### config.mk
export PLATFORM = sky130hd
export DESIGN_NAME = dcache_snoop_responder
export DESIGN_NICKNAME = d
export VERILOG_FILES = /design/src/rtl/cpu_types_pkg.sv /design/src/rtl/snoop_hit_detect.sv /design/src/rtl/dcache_snoop_responder.sv
export SDC_FILE = /design/constraint.sdc
export NUM_CORES = 1
export LEC_CHECK = 0
export CAP_MARGIN = 20
export CORE_MARGIN = 2
export CORE_UTILIZATION = 44
export CTS_BUF_LIST = sky130_fd_sc_hd__clkbuf_4 sky130_fd_sc_hd__clkbuf_8
export DETAILED_ROUTE_END_ITERATION = 6
export GPL_TIMING_DRIVEN = 0
export HOLD_SLACK_MARGIN = 0.05
export PLACE_DENSITY = 0.95
export RECOVER_POWER = 100
export SLEW_MARGIN = 20
export SYNTH_ARGS = -nofsm -noshare
export SYNTH_HDL_FRONTEND = slang
export SYNTH_SLANG_ARGS = --single-unit
### constraint.sdc
create_clock -name CLK -period 8.2 [get_ports CLK]
set_input_delay 0.82 -clock CLK [delete_from_list [all_inputs] [get_ports CLK]]
set_output_delay 0.82 -clock CLK [all_outputs]
set_load 0.005 [all_outputs]
### src/rtl/cpu_types_pkg.sv
// cpu_types_pkg: shared dcache coherence types (MSI state, address split, snoop FSM states).
package cpu_types_pkg;
    localparam int DC_IDX_W = 3;
    localparam int DC_TAG_W = 26;

    typedef enum logic [1:0] {
        I = 2'b00,
        S = 2'b01,
        M = 2'b10
    } msi_t;

    typedef struct packed {
        logic [DC_TAG_W-1:0] tag;
        logic [DC_IDX_W-1:0] idx;
        logic                off;
        logic [1:0]          bsel;
    } dcache_addr_t;

    typedef enum logic [2:0] {
        IDLE,
        SUPPLY0,
        SUPPLY1,
        RELEASE,
        UPDATE
    } snoop_state_t;
endpackage

### src/rtl/snoop_hit_detect.sv
// snoop_hit_detect: two-way tag match of a snooped tag against one dcache set.
module snoop_hit_detect
    import cpu_types_pkg::*;
#(
    parameter int TAG_W = 26
) (
    input  logic [TAG_W-1:0] tag_i,
    input  logic [TAG_W-1:0] tag0_i,
    input  logic [TAG_W-1:0] tag1_i,
    input  logic [1:0]       st0_i,
    input  logic [1:0]       st1_i,
    output logic             hit_o,
    output logic             way_o,
    output logic             mod_o,
    output logic             dual_o
);
    logic hit0, hit1;

    assign hit0   = tag0_i == tag_i && msi_t'(st0_i) != I;
    assign hit1   = tag1_i == tag_i && msi_t'(st1_i) != I;
    assign hit_o  = hit0 || hit1;
    // Way 0 wins a double hit; that case is an illegal cache state.
    assign way_o  = !hit0 && hit1;
    assign mod_o  = hit0 ? msi_t'(st0_i) == M : hit1 && msi_t'(st1_i) == M;
    assign dual_o = hit0 && hit1;
endmodule

### src/rtl/dcache_snoop_responder.sv
// dcache_snoop_responder: answers controller snoops for one L1 dcache, supplies
// Modified blocks word by word and applies the resulting MSI downgrade/invalidate.
module dcache_snoop_responder
    import cpu_types_pkg::*;
#(
    parameter int IDX_W = 3,
    parameter int TAG_W = 26
) (
    input  logic             CLK,
    input  logic             nRST,
    input  logic             ccwait,
    input  logic [31:0]      ccsnoopaddr,
    input  logic             ccinv,
    input  logic             xfer_ack,
    output logic             cctrans,
    output logic             ccwrite,
    output logic [31:0]      snoop_dstore,
    output logic             snoop_stall,
    output logic [IDX_W-1:0] lk_idx,
    output logic             lk_way,
    output logic             lk_off,
    input  logic [TAG_W-1:0] lk_tag0,
    input  logic [TAG_W-1:0] lk_tag1,
    input  logic [1:0]       lk_st0,
    input  logic [1:0]       lk_st1,
    input  logic [31:0]      lk_data,
    output logic             upd_en,
    output logic [IDX_W-1:0] upd_idx,
    output logic             upd_way,
    output logic [1:0]       upd_st
);
    snoop_state_t     state_q, state_d;
    logic [TAG_W-1:0] tag_q, tag_d;
    logic [IDX_W-1:0] idx_q, idx_d;
    logic             way_q, way_d, hit_q, hit_d, mod_q, mod_d, inv_q, inv_d, done_q, done_d;
    logic             idle, supply, hit, way, modd, dual;
    logic [TAG_W-1:0] snoop_tag;

    assign idle      = state_q == IDLE;
    assign supply    = state_q == SUPPLY0 || state_q == SUPPLY1;
    assign snoop_tag = idle ? ccsnoopaddr[31:32-TAG_W] : tag_q;
    assign lk_idx    = idle ? ccsnoopaddr[IDX_W+2:3] : idx_q;

    snoop_hit_detect #(.TAG_W(TAG_W)) u_hit (
        .tag_i  (snoop_tag),
        .tag0_i (lk_tag0),
        .tag1_i (lk_tag1),
        .st0_i  (lk_st0),
        .st1_i  (lk_st1),
        .hit_o  (hit),
        .way_o  (way),
        .mod_o  (modd),
        .dual_o (dual)
    );

    // Snoop answer is zero-latency in IDLE, then held from the latched lookup.
    assign cctrans      = nRST && ccwait && (idle ? hit : hit_q);
    assign ccwrite      = nRST && ccwait && (idle ? modd : mod_q);
    assign snoop_stall  = nRST && (!idle || ccwait);
    assign lk_way       = way_q;
    assign lk_off       = state_q == SUPPLY1;
    assign snoop_dstore = supply ? lk_data : '0;
    assign upd_en       = state_q == UPDATE;
    assign upd_idx      = upd_en ? idx_q : '0;
    assign upd_way      = upd_en && way_q;
    assign upd_st       = upd_en ? (inv_q ? I : S) : I;

    always_comb begin
        state_d = state_q;
        tag_d   = tag_q;
        idx_d   = idx_q;
        way_d   = way_q;
        hit_d   = hit_q;
        mod_d   = mod_q;
        inv_d   = inv_q | (!idle && ccwait && ccinv);
        done_d  = done_q;
        case (state_q)
            IDLE: if (ccwait) begin
                tag_d   = snoop_tag;
                idx_d   = lk_idx;
                way_d   = way;
                hit_d   = hit;
                mod_d   = modd;
                inv_d   = ccinv;
                done_d  = 1'b0;
                state_d = modd ? SUPPLY0 : RELEASE;
            end
            SUPPLY0: state_d = !ccwait ? IDLE : xfer_ack ? SUPPLY1 : SUPPLY0;
            SUPPLY1: if (!ccwait) begin
                state_d = IDLE;
            end else if (xfer_ack) begin
                state_d = RELEASE;
                done_d  = 1'b1;
            end
            RELEASE: if (!ccwait) state_d = hit_q ? UPDATE : IDLE;
            default: state_d = IDLE;
        endcase
    end

    always_ff @(posedge CLK or negedge nRST) begin
        if (!nRST) begin
            state_q <= IDLE;
            tag_q   <= '0;
            idx_q   <= '0;
            way_q   <= 1'b0;
            hit_q   <= 1'b0;
            mod_q   <= 1'b0;
            inv_q   <= 1'b0;
            done_q  <= 1'b0;
        end else begin
            state_q <= state_d;
            tag_q   <= tag_d;
            idx_q   <= idx_d;
            way_q   <= way_d;
            hit_q   <= hit_d;
            mod_q   <= mod_d;
            inv_q   <= inv_d;
            done_q  <= done_d;
        end
    end

    a_no_dual_hit: assert property (@(posedge CLK) disable iff (!nRST) idle && ccwait |-> !dual)
        else $error("snooped block valid in both ways");
    a_supplied_before_release: assert property (@(posedge CLK) disable iff (!nRST)
        state_q == RELEASE && mod_q |-> done_q)
        else $error("Modified block released without full supply");
endmodule

Yosys cells after proc, flatten, opt, wreduce, memory -nomap -nowiden
Cells that the tools add are included.

Register bits after elaboration: 36. Input bits: 125. Output and inout port bits: 47.

Equal/unequal tests: 11. Multiplexer cells: 20. Bitwise operators: 1. Reduce and logical (&&, ||, !) cells: 21.

Operators with widths (number): 26-bit equality test (2); 32-bit two-way mux (1); 26-bit two-way mux (1); 3-bit two-way mux (7); 3-bit one-hot mux with 4 select lines (1); 1-bit logical AND (11); 1-bit two-way mux (7); 3-bit by 2-bit equality test with 1-bit output, second input constant (2); 2-bit two-way mux (3); 2-bit equality test, second input constant (2); 2-bit != test, second input constant (2); 2-bit nonzero test (2); 3-bit by 1-bit equality test with 1-bit output, second input constant (1); 3-bit equality test, second input constant (1); 3-bit zero test (1); 1-bit logical OR (3); 3-bit != test, second input constant (1); 3-bit AND reduction (1); 1-bit zero test (2); 2-bit AND reduction (1); 1-bit OR (1).

Depth between registers and ports, before layout
Gate-level depths: netlist (run 1).

Depth after elaboration: 9. Mapped depth: 11.

By module
From an unflattened synthesis (run 1), not the netlist that was laid out.

Cell total of the unflattened synthesis: 319. Area, all modules: 2755.1 um2.

Modules (own cells, without submodules): dcache_snoop_responder (instances 1, cells an instance 240, area an instance 2133.3 um2); snoop_hit_detect (instances 1, cells an instance 79, area an instance 621.8 um2).

Worst setup path before layout (run 1)
No wires, ideal clock.

Path type: input -> output. Start: in ccsnoopaddr[8]. End: out ccwrite. Arrival time: 2.588 ns. Data required time: 7.380 ns. Slack: 4.792 ns. Stages: 8. Path through: or4b_2 > and2_1 > xor2_1 > o2111ai_1 > nor4_4 > nand4_1 > mux2_2 > a21oi_2.

Cells in the longest elaborated chain, start to end: 7.

RTL lines: start, declared (RTL line dcache_snoop_responder.sv:12) `input logic [31:0] ccsnoopaddr,`; 26-bit two-way mux (*) (RTL line dcache_snoop_responder.sv:41) `assign snoop_tag = idle ? ccsnoopaddr[31:32-TAG_W] : tag_q;`; 26-bit equality test (RTL line snoop_hit_detect.sv:20) `assign hit1 = tag1_i == tag_i && msi_t'(st1_i) != I;`; 1-bit logical AND (RTL line snoop_hit_detect.sv:20); 1-bit logical AND (RTL line snoop_hit_detect.sv:24) `assign mod_o = hit0 ? msi_t'(st0_i) == M : hit1 && msi_t'(st1_i) == M;`; 1-bit two-way mux (*) (RTL line snoop_hit_detect.sv:24); 1-bit two-way mux (*) (RTL line dcache_snoop_responder.sv:58) `assign ccwrite = nRST && ccwait && (idle ? modd : mod_q);`; 1-bit logical AND (*) (RTL line dcache_snoop_responder.sv:58); end, declared (RTL line dcache_snoop_responder.sv:16) `output logic ccwrite,`.

Mark *: on every way between the ends. The rest lies on a longest branch, timed or not.

Worst setup path after layout (run 1)
Start: reg state_q[2]. End: out ccwrite.

Cells in the longest elaborated chain, start to end: 8.

RTL lines: start, declared (RTL line dcache_snoop_responder.sv:32) `snoop_state_t state_q, state_d;`; start signal, assigned (RTL line dcache_snoop_responder.sv:111) `state_q <= state_d;`; 3-bit zero test (*) (RTL line dcache_snoop_responder.sv:39) `assign idle = state_q == IDLE;`; 26-bit two-way mux (RTL line dcache_snoop_responder.sv:41); 26-bit equality test (RTL line snoop_hit_detect.sv:20); 1-bit logical AND (RTL line snoop_hit_detect.sv:20); 1-bit logical AND (RTL line snoop_hit_detect.sv:24); 1-bit two-way mux (RTL line snoop_hit_detect.sv:24); 1-bit two-way mux (*) (RTL line dcache_snoop_responder.sv:58); 1-bit logical AND (*) (RTL line dcache_snoop_responder.sv:58).

Marked as above.

==> results.md, run 1 <==
* #FFs+latches synth at 36
* Max clock buf depth at 2
* Slowest cell delay on critical path at 0.69 ns
* Number of buffers inserted during clock tree synthesis at 5
* Post-synth EDFFs at 0
* Post-synthesis cell type with the largest combined area: sky130_fd_sc_hd__dfrtp_1
* Vias per cell at 5.61
* Share of flip-flops with an asynchronous set or reset after synthesis at 100%
* Worst path setup slack after routing at 2.88 ns
* RePlAce Congestion at 1.01
* Die outline area at 7970 um^2
* Layout cell share with drive strength beyond 1 at 7.52%
* Failing checks: design-rule violations
* Layout fillers at 576
* # hold bufs at CTS at 0
* Outcome: finished, violations left
* Critical path start-end classification: reg2out
* Starting density of the core at 44.8%
* Commonest non-fill, non-tap cell in the layout: sky130_fd_sc_hd__clkdlybuf4s50_1
* Synthesized area at 3200 um^2
* Flip-flop and latch area at 901 um^2
* Count of buffers inserted at the top-level ports at 166
* CP required at 7.38 ns
* Core ar. at 7140 um^2
* Kind of end point of the critical path: primary output
* Pre-antenna DRT Iters at 7
* Horizontal die dimension at 89.3 um
* Classification of the worst-slack hold path: reg2reg
* Area growth from synthesis to final layout at 58.3%
* Cell at the root of the clock tree: sky130_fd_sc_hd__clkbuf_8
* Fmax at 0.188 GHz
* Synthesized instance count at 371
* Final Max Tran Viols at 0
* Most used cells in the layout excluding fill and tap cells: 143 x sky130_fd_sc_hd__clkdlybuf4s50_1, 36 x sky130_fd_sc_hd__dfrtp_1, 30 x sky130_fd_sc_hd__xnor2_1, 29 x sky130_fd_sc_hd__inv_1, 26 x sky130_fd_sc_hd__nand2_1
* # diodes at 0
* Actual slew at the worst max-slew pin at 1.17 ns
* Share of synthesized area occupied by flip-flops and latches at 28.2%
* Final-stage net count at 670
* I/O pin count at 172
* Estimated wirelength of the detail-placed design at 10.5 mm
* Clock tree from TritonCTS: built
* Tcrit/Tclk final at 64.9%
* Synth Net Count at 496
* Avg Inst Size Synth at 8.62 um^2
* Cells resized by post-CTS repair at 0
* Post-route setup TNS at 0 ns
* Final number of hold-violating endpoints at 0
* Max-cap check violation count at 0
* Leakage power of the design at 2.07 nW
* Worst relative slew slack at 21.7%
* Clock sinks at 36
* Routed length per instance at 19.8 um
* H-Tree Level Count at 2
* Ratio of total power to cell area at 144 nW/um^2
* Global route overflow at 0
* # rows at 31
* Post CTS Setup Buffer Count at 0
* Crit-path max FO at 10
* Clock period minus worst slack at 5.32 ns
* Total area of multi-input combinational cells at 2080 um^2
* First-pass GRT wire length at 18.6 mm
* Post-DRT Antenna Nets at 0
* Worst setup timing slack at the placement stage at 3.45 ns
* Clock-pin slew of the registers on the worst-case setup and hold paths at 0.07 ns
* Maximum number of pins on one net before global-route repair at 23
* Layout Skew at 0.00396 ns
* Setup violation total in the final timing report at 0
* Slowest cell on crit path: sky130_fd_sc_hd__nor4_1
* Via count of the first global-routing pass at 3495
* Reg2reg setup slack at 4.50 ns
* Unrepaired setup endpoints after global routing: no
* Most area-consuming cells after synthesis: sky130_fd_sc_hd__dfrtp_1 28%, sky130_fd_sc_hd__mux2_2 8.8%, sky130_fd_sc_hd__xnor2_1 8.2%, sky130_fd_sc_hd__and2_1 6.8%, sky130_fd_sc_hd__mux2i_1 4.1%
* Detailed Route WL at 12.8 mm
* Total global-route track usage at 31.5%
* Worst vdd ir at 0.0775 mV
* Overall via count from detail_route at 3613
* Post-synth top area share at 28.2%
* Critical path cell sequence: nor3_1 > clkbuf_1 > o21ai_0 > a221oi_1 > o2111ai_1 > nor4_1 > mux2_1 > a21oi_2 > dlygate4sd3_1
* Main synth FF type: sky130_fd_sc_hd__dfrtp_1
* First DRT Iteration DRCs at 377
* CP arrival at 4.50 ns
* Number of synthesis warnings at 0
* Worst skew pair latency at 0.29 ns
* Number of distinct library cells after synthesis at 53
* Antenna violations before repair at 0
* Post-route DRC at 15
* PnR Total Power at 0.727 mW
* Die height at 89.3 um
* Worst Setup Start Kind: register
final cells by class:
cell class,instances,share of cell area [%]
timing repair buffer,167,32.8
multi-input combinational,287,41.1
clock buffer,7,1.90
buffer,19,1.88
tap,99,2.45
sequential,36,17.8
inverter,29,2.15
per-layer routing:
layer,vias up,global-route usage [%],share of wire [%]
met5,-,0,0
met4,0,9.09,2.0
met3,29,5.26,7.3
met2,182,49.1,48
met1,1721,45.1,43
li1,1681,-,-
cells in the mapped netlist (all sizes together) (3+ instances only):
cell type / count
mux2i: 13
nand2: 26
nor2b: 5
o21ai: 14
o221ai: 7
mux2: 25
clkbuf: 13
and2: 35
nand2b: 12
and3: 5
dfrtp: 36
xnor2: 30
nor4: 6
nor3: 6
nand3: 7
xor2: 12
a2111oi: 3
o31ai: 6
o2111ai: 7
nand4: 5
a22o: 3
nor2: 8
a22oi: 3
inv: 29
o22ai: 14
a21oi: 11
buf: 6
sequential cells by signal (all words and copies together) (netlist names), named ones only:
register / cells
lk_way: 1
mod_q: 1
tag_q: 26
idx_q: 3
state_q: 3
hit_q: 1
cells by family after synthesis:
| family | count (synthesis) | synth area share (%) |
|---|---|---|
| other | 1 | 0.117 |
| DFF | 36 | 28.2 |
| and+or+nand+nor | 121 | 22.0 |
| buffers and inverters | 48 | 6.38 |
| AOI/OAI and AO/OA | 85 | 18.9 |
| muxes | 38 | 12.9 |
| xor gates and xnor gates | 42 | 11.5 |
per-stage QoR:
| step | util, % | instances | hold WS, ns | instance area (um^2) |
|---|---|---|---|---|
| floorplan | - | 371 | 0.452 | 3200 |
| global placement | 69.8 | 636 | 0.460 | 4980 |
| detailed placement | 70.1 | 637 | 0.467 | 5010 |
| CTS | 71.5 | 644 | 0.483 | 5100 |
| global route | 70.9 | 644 | 0.522 | 5060 |
| finish | 70.9 | 644 | 0.486 | 5060 |
critical path, delay by kind of cell (launching register included):
kind	cells	cell delay (ns)
simple gates	2	1.14
compound gates	4	1.12
buf+inv	2	1.04
flops	1	0.46
mux	1	0.44
report_power, final:
group	switching, mW	internal [mW]	total [mW]
clock	0.0649	0.0749	0.140
combinational	0.153	0.185	0.338
sequential	0.0379	0.211	0.249
total	0.255	0.471	0.727
worst paths after layout:
kind,startpoint,end,depth (start not counted)
worst max-delay path,state_q[2],ccwrite,9
worst min-delay path,mod_q,mod_q,2
worst max register to register,state_q[2],mod_q,8
worst min register to register,mod_q,mod_q,2
max in group asynchronous,nRST,state_q[1],2
min in group asynchronous,nRST,tag_q[20],1
Power figures use the tool's default switching activity.
==> run 2, diff against run 1 <==
--- a/config.mk
+++ b/config.mk
@@ -7,12 +7,12 @@
 export LEC_CHECK = 0
 export CAP_MARGIN = 20
 export CORE_MARGIN = 2
-export CORE_UTILIZATION = 44
+export CORE_UTILIZATION = 37
 export CTS_BUF_LIST = sky130_fd_sc_hd__clkbuf_4 sky130_fd_sc_hd__clkbuf_8
 export DETAILED_ROUTE_END_ITERATION = 6
 export GPL_TIMING_DRIVEN = 0
 export HOLD_SLACK_MARGIN = 0.05
-export PLACE_DENSITY = 0.95
+export PLACE_DENSITY = 0.89
 export RECOVER_POWER = 100
 export SLEW_MARGIN = 20
 export SYNTH_ARGS = -nofsm -noshare
==> constraint.sdc (replaced) <==
create_clock -name CLK -period 4.8 [get_ports CLK]
set_input_delay 0.48 -clock CLK [delete_from_list [all_inputs] [get_ports CLK]]
set_output_delay 0.48 -clock CLK [all_outputs]
set_load 0.005 [all_outputs]
==> results.md, run 2 (synthesis results as in run 1) <==
* Outcome: completed (was finished, violations left)
* Count of buffers inserted at the top-level ports at 166 (unchanged)
* Endpoint of the lowest-slack register-to-register path: mod_q (unchanged)
* Maximum number of pins on one net before global-route repair at 23 (unchanged)
* Max clock buf depth at 2 (unchanged)
* Die height at 97.0 um (was 89.3 um)
* Most used cells in the layout excluding fill and tap cells: 146 x sky130_fd_sc_hd__clkdlybuf4s50_1, 36 x sky130_fd_sc_hd__dfrtp_1, 30 x sky130_fd_sc_hd__xnor2_1, 29 x sky130_fd_sc_hd__inv_1 (was 143 x sky130_fd_sc_hd__clkdlybuf4s50_1, 36 x sky130_fd_sc_hd__dfrtp_1, 30 x sky130_fd_sc_hd__xnor2_1, 29 x sky130_fd_sc_hd__inv_1, 26 x sky130_fd_sc_hd__nand2_1)
* Min Hold Slack at 0.351 ns (was 0.486 ns)
* Fin util at 61.5% (was 70.9%)
* Estimated wirelength of the detail-placed design at 11.0 mm (was 10.5 mm)
* Worst vdd ir at 0.160 mV (was 0.0775 mV)
* Post-route setup TNS at 0 ns (unchanged)
* Die outline area at 9400 um^2 (was 7970 um^2)
* Share of total power consumed by net switching at 34.8% (was 35.1%)
* Classification of the worst-slack hold path: in2async (was reg2reg)
* Core ar. at 8300 um^2 (was 7140 um^2)
* Leakage power of the design at 2.08 nW (was 2.07 nW)
* Routed length per instance at 20.4 um (was 19.8 um)
* Via count of the first global-routing pass at 3645 (was 3495)
* Worst setup timing slack at the placement stage at 0.697 ns (was 3.45 ns)
* Internal power contribution at 0.838 mW (was 0.471 mW)
* Setup violation total in the final timing report at 0 (unchanged)
* Area growth from synthesis to final layout at 59.5% (was 58.3%)
* CP arrival at 4.02 ns (was 4.50 ns)
* Kind of end point of the critical path: primary output (unchanged)
* Actual slew at the worst max-slew pin at 1.19 ns (was 1.17 ns)
* Critical path start-end classification: reg2out (unchanged)
* Starting density of the core at 38.5% (was 44.8%)
* Worst relative slew slack at 20.3% (was 21.7%)
* I/O pin count at 172 (unchanged)
* Worst path setup slack after routing at 0.295 ns (was 2.88 ns)
* Highest metal layer used by the detailed router: met4 (unchanged)
* Relative contribution of the clock network to total power at 21.7% (was 19.2%)
* Wire length on met1 at 5.67 mm (was 5.44 mm)
* Commonest non-fill, non-tap cell in the layout: sky130_fd_sc_hd__clkdlybuf4s50_1 (unchanged)
* Pre-antenna DRT Iters at 5 (was 7)
* Max-cap check violation count at 0 (unchanged)
* Reg2reg setup slack at 1.52 ns (was 4.50 ns)
* Fin area at 5100 um^2 (was 5060 um^2)
* Worst skew pair latency at 0.30 ns (was 0.29 ns)
* Tcrit/Tclk final at 93.9%
* PnR Total Power at 1.28 mW (was 0.727 mW)
* Detailed Route WL at 13.3 mm (was 12.8 mm)
* Final number of hold-violating endpoints at 0 (unchanged)
* Clock sinks at 36 (unchanged)
* Sequential cell fraction of total power at 33.2% (was 34.3%)
* Global route overflow at 0 (unchanged)
* # hold bufs at CTS at 0 (unchanged)
* Cell at the root of the clock tree: sky130_fd_sc_hd__clkbuf_8 (unchanged)
* RePlAce Congestion at 0.930 (was 1.01)
* Antenna violations before repair at 0 (unchanged)
* Power dissipated by switching net loads at 0.447 mW (was 0.255 mW)
* Length in cells of the worst reg-to-reg path at 8 (unchanged)
* Final-stage net count at 670 (unchanged)
* Flip-flop and latch area at 901 um^2 (unchanged)
* Combinational cell fraction of total power at 45.1% (was 46.5%)
* Number of buffers inserted during clock tree synthesis at 5 (unchanged)
* Layout cell share with drive strength beyond 1 at 7.88% (was 7.52%)
* Layout fillers at 731 (was 576)
* # rows at 33 (was 31)
* Largest register by flop count: tag_q (unchanged)
* Post-DRT Antenna Nets at 0 (unchanged)
* Ratio of total power to cell area at 252 nW/um^2 (was 144 nW/um^2)
* Post CTS Setup Buffer Count at 0 (unchanged)
* Worst Setup Start Kind: register (unchanged)
* Overall via count from detail_route at 3605 (was 3613)
* Area of placed instances at 5010 um^2 (about the same)
* Clock period minus worst slack at 4.50 ns
* Fmax at 0.222 GHz
* Total area of multi-input combinational cells at 2090 um^2 (was 2080 um^2)
* Total global-route track usage at 27.6% (was 31.5%)
* Met3 WL at 915 um (was 933 um)
* Top Registers: tag_q (26), idx_q (3), state_q (3) (unchanged)
* Vias per cell at 5.54 (was 5.61)
* # diodes at 0 (unchanged)
* Post-route DRC at 0 (was 15)
* First-pass GRT wire length at 20.3 mm (was 18.6 mm)
* Number of flip-flops in the largest register at 26 (unchanged)
* Placed cell count at 643 (was 637)
* CP required at 4.32 ns (was 7.38 ns)
* Worst reg2reg path startpoint: state_q[2] (unchanged)
* First DRT Iteration DRCs at 224 (was 377)
* Fin cells at 651 (was 644)
* Final Max Tran Viols at 0 (unchanged)
* Cells resized by post-CTS repair at 0 (unchanged)
* Clock-pin slew of the registers on the worst-case setup and hold paths at 0.08 ns (was 0.07 ns)
* Layout Skew at 0.00920 ns (was 0.00396 ns)
* H-Tree Level Count at 2 (unchanged)
* Crit-path max FO at 10 (unchanged)
* Unrepaired setup endpoints after global routing: no (unchanged)
* Clock tree from TritonCTS: built (unchanged)
* Horizontal die dimension at 97.0 um (was 89.3 um)
* Routed length on met2 at 6.50 mm (was 6.15 mm)
## run 2: per-layer routing
| metal | track usage (%) | vias up |
|---|---|---|
| met5 | 0 | - |
| met4 | 6.07 | 0 |
| met3 | 5.78 | 20 |
| met2 | 46.4 | 184 |
| met1 | 36.7 | 1730 |
| li1 | - | 1671 |
## run 2: worst max path at each step
stage	start	depth (start not counted)	end
after floorplan	state_q[2]	9	ccwrite
after global placement	state_q[2]	9	ccwrite
after detailed placement	state_q[2]	9	ccwrite
after CTS	state_q[2]	9	ccwrite
after global routing	state_q[2]	9	ccwrite
final	state_q[2]	9	ccwrite
## run 2: power by group through the flow
stage	logic [mW]	clock network, mW	registers, mW
after floorplan	0.298	0	0.407
after global placement	0.570	0	0.425
after detailed placement	0.582	0	0.429
after CTS	0.586	0.280	0.423
after global routing	0.622	0.290	0.432
final	0.580	0.279	0.426
## run 2: worst max-delay path: stages (launching register included)
cell and delay [ns]:
sky130_fd_sc_hd__dfrtp_1 0.45, sky130_fd_sc_hd__nor3_1 0.45, sky130_fd_sc_hd__clkbuf_1 0.42, sky130_fd_sc_hd__o21ai_0 0.25, sky130_fd_sc_hd__a221oi_1 0.36, sky130_fd_sc_hd__o2111ai_1 0.28, sky130_fd_sc_hd__nor4_4 0.41, sky130_fd_sc_hd__mux2_1 0.43
sky130_fd_sc_hd__a21oi_2 0.16, sky130_fd_sc_hd__clkdlybuf4s50_1 0.52
## run 2: final cells by class
class / instances / share of cell area [%]
repair buffers: 167 / 32.5
clock inverters: 2 / 0.687
well taps: 105 / 2.58
plain buffers: 19 / 1.86
multi-input cells: 287 / 41.0
clock buffers: 6 / 1.50
flip-flops and latches: 36 / 17.7
inverters: 29 / 2.13
==> run 3, diff against run 2 <==
--- a/config.mk
+++ b/config.mk
@@ -14,6 +14,7 @@
 export HOLD_SLACK_MARGIN = 0.05
 export PLACE_DENSITY = 0.89
 export RECOVER_POWER = 100
+export SETUP_SLACK_MARGIN = 0.4
 export SLEW_MARGIN = 20
 export SYNTH_ARGS = -nofsm -noshare
 export SYNTH_HDL_FRONTEND = slang
==> results.md, run 3 (synthesis results as in run 1) <==
* Clock tree from TritonCTS: built (unchanged)
* Top Registers: tag_q (26), idx_q (3), state_q (3) (unchanged)
* # rows at 33 (unchanged)
* Antenna violations before repair at 0 (unchanged)
* Starting density of the core at 38.5% (unchanged)
* Layout cell share with drive strength beyond 1 at 8.42% (was 7.88%)
* Largest register by flop count: tag_q (unchanged)
* # hold bufs at CTS at 0 (unchanged)
* Count of buffers inserted at the top-level ports at 166 (unchanged)
* Area growth from synthesis to final layout at 59.9% (was 59.5%)
* Ratio of total power to cell area at 252 nW/um^2 (about the same)
* Cell at the root of the clock tree: sky130_fd_sc_hd__clkbuf_8 (unchanged)
* Worst Setup Start Kind: register (unchanged)
* Worst vdd ir at 0.161 mV (was 0.160 mV)
* Post-route setup TNS at 0 ns (unchanged)
* First DRT Iteration DRCs at 202 (was 224)
* Fin util at 61.6% (was 61.5%)
* Maximum number of pins on one net before global-route repair at 23 (unchanged)
* Tcrit/Tclk final at 90.1% (was 93.9%)
* Die outline area at 9400 um^2 (unchanged)
* Flip-flop and latch area at 901 um^2 (unchanged)
* Clock-pin slew of the registers on the worst-case setup and hold paths at 0.08 ns (about the same)
* Worst skew pair latency at 0.30 ns (about the same)
* Number of buffers inserted during clock tree synthesis at 5 (unchanged)
* Actual slew at the worst max-slew pin at 1.19 ns (about the same)
* Classification of the worst-slack hold path: in2async (unchanged)
* # diodes at 0 (unchanged)
* Crit-path max FO at 10 (unchanged)
* Internal power contribution at 0.839 mW (was 0.838 mW)
* Fmax at 0.231 GHz (was 0.222 GHz)
* Horizontal die dimension at 97.0 um (unchanged)
* Commonest non-fill, non-tap cell in the layout: sky130_fd_sc_hd__clkdlybuf4s50_1 (unchanged)
* Critical path start-end classification: reg2out (unchanged)
* Layout fillers at 735 (was 731)
* Power dissipated by switching net loads at 0.449 mW (was 0.447 mW)
* Worst relative slew slack at 20.7% (was 20.3%)
* Outcome: completed (unchanged)
* Clock period minus worst slack at 4.32 ns (was 4.50 ns)
* Total global-route track usage at 27.6% (about the same)
* Overall via count from detail_route at 3625 (was 3605)
* Kind of end point of the critical path: primary output (unchanged)
* CP required at 4.32 ns (about the same)
* Detailed Route WL at 13.3 mm (about the same)
* Final-stage net count at 670 (unchanged)
* Combinational cell fraction of total power at 45.2% (was 45.1%)
* Layout Skew at 0.00899 ns (was 0.00920 ns)
* Final number of hold-violating endpoints at 0 (unchanged)
* Max-cap check violation count at 0 (unchanged)
* Total area of multi-input combinational cells at 2110 um^2 (was 2090 um^2)
* Estimated wirelength of the detail-placed design at 11.0 mm (unchanged)
* Global route overflow at 0 (unchanged)
* Leakage power of the design at 2.09 nW (was 2.08 nW)
* Max clock buf depth at 2 (unchanged)
* Via count of the first global-routing pass at 3649 (was 3645)
* Vias per cell at 5.57 (was 5.54)
* Relative contribution of the clock network to total power at 21.7% (about the same)
* Sequential cell fraction of total power at 33.1% (was 33.2%)
* H-Tree Level Count at 2 (unchanged)
* Pre-antenna DRT Iters at 5 (unchanged)
* Post-route DRC at 0 (unchanged)
* Share of total power consumed by net switching at 34.9% (was 34.8%)
* Clock sinks at 36 (unchanged)
* First-pass GRT wire length at 20.4 mm (was 20.3 mm)
* Post-DRT Antenna Nets at 0 (unchanged)
* Routed length per instance at 20.4 um (about the same)
* Fin area at 5110 um^2 (was 5100 um^2)
* Die height at 97.0 um (unchanged)
* Area of placed instances at 5010 um^2 (unchanged)
* Core ar. at 8300 um^2 (unchanged)
* I/O pin count at 172 (unchanged)
* Number of flip-flops in the largest register at 26 (unchanged)
* Unrepaired setup endpoints after global routing: no (unchanged)
* Setup violation total in the final timing report at 0 (unchanged)
* CP arrival at 3.84 ns (was 4.02 ns)
* RePlAce Congestion at 0.930 (unchanged)
* Most used cells in the layout excluding fill and tap cells: 146 x sky130_fd_sc_hd__clkdlybuf4s50_1, 36 x sky130_fd_sc_hd__dfrtp_1, 30 x sky130_fd_sc_hd__xnor2_1, 29 x sky130_fd_sc_hd__inv_1 (unchanged)
* Final Max Tran Viols at 0 (unchanged)
==> run 3: through the flow <==
| step | hold slack (ns) | cells | setup WS, ns | power (mW) |
|---|---|---|---|---|
| 4_1_cts | 0.163 | 651 | 0.440 | 1.29 |
| 2_1_floorplan | 0.184 | 371 | 1.75 | 0.705 |
| 3_5_place_dp | 0.476 | 643 | 0.697 | 1.01 |
| 6_report | 0.357 | 651 | 0.476 | 1.29 |
| 5_1_grt | 0.444 | 651 | 0.248 | 1.35 |
| 3_3_place_gp | 0.461 | 642 | 0.624 | 0.995 |
==> run 3: per-layer routing <==
layer  up-vias  global-route usage [%]  routed length (um)
met4         0                    6.07                 210
met3        21                    5.78                 987
met5         -                       0                   0
met1      1740                    36.6                5540
li1       1677                       -                   -
met2       187                    46.5                6520
==> run 3: path summary, 6_finish.rpt <==
| path | depth (start not counted) | to | from | slack (ns) |
|---|---|---|---|---|
| hold reg to reg | 2 | tag_q[18] | tag_q[18] | 0.51 |
| setup reg to reg | 6 | tag_q[5] | state_q[2] | 1.69 |
| setup / recovery | 10 | ccwrite | state_q[2] | 0.48 |
| max in group asynchronous | 2 | tag_q[4] | nRST | 2.82 |
| hold / removal | 1 | tag_q[15] | nRST | 0.36 |
| min in group CLK | 2 | tag_q[18] | tag_q[18] | 0.51 |
==> run 3: power by group through the flow <==
stage	clock network, mW	logic (mW)	registers [mW]
after floorplan	0	0.298	0.407
after global placement	0	0.570	0.425
after detailed placement	0	0.582	0.429
after CTS	0.280	0.586	0.423
after global routing	0.290	0.626	0.433
final	0.280	0.582	0.426
==> run 3: critical path, cell delays in order (launching register included) <==
cell and delay (ns):
sky130_fd_sc_hd__dfrtp_1 0.45, sky130_fd_sc_hd__nor3_1 0.45, sky130_fd_sc_hd__clkbuf_1 0.51, sky130_fd_sc_hd__nand3_1 0.13
sky130_fd_sc_hd__o22ai_1 0.20, sky130_fd_sc_hd__nand4_1 0.19, sky130_fd_sc_hd__nor4_4 0.40, sky130_fd_sc_hd__nand4_1 0.16
sky130_fd_sc_hd__mux2_1 0.38, sky130_fd_sc_hd__a21oi_2 0.15, sky130_fd_sc_hd__clkdlybuf4s50_1 0.52
==> run 3: layout make-up <==
cell class | instances | share of cell area (%)
buffer | 19 | 1.91
clock buffer | 6 | 1.49
clock inverter | 2 | 0.685
inverter | 29 | 2.13
multi-input combinational | 287 | 41.2
sequential | 36 | 17.6
tap | 105 | 2.57
timing repair buffer | 167 | 32.4
==> run 3: what timing repair did <==
action,CTS,global route
endpoints found under the hold margin,0,0
buffers inserted,0,0
resized for setup,1,7
endpoints found under the setup margin,1,1
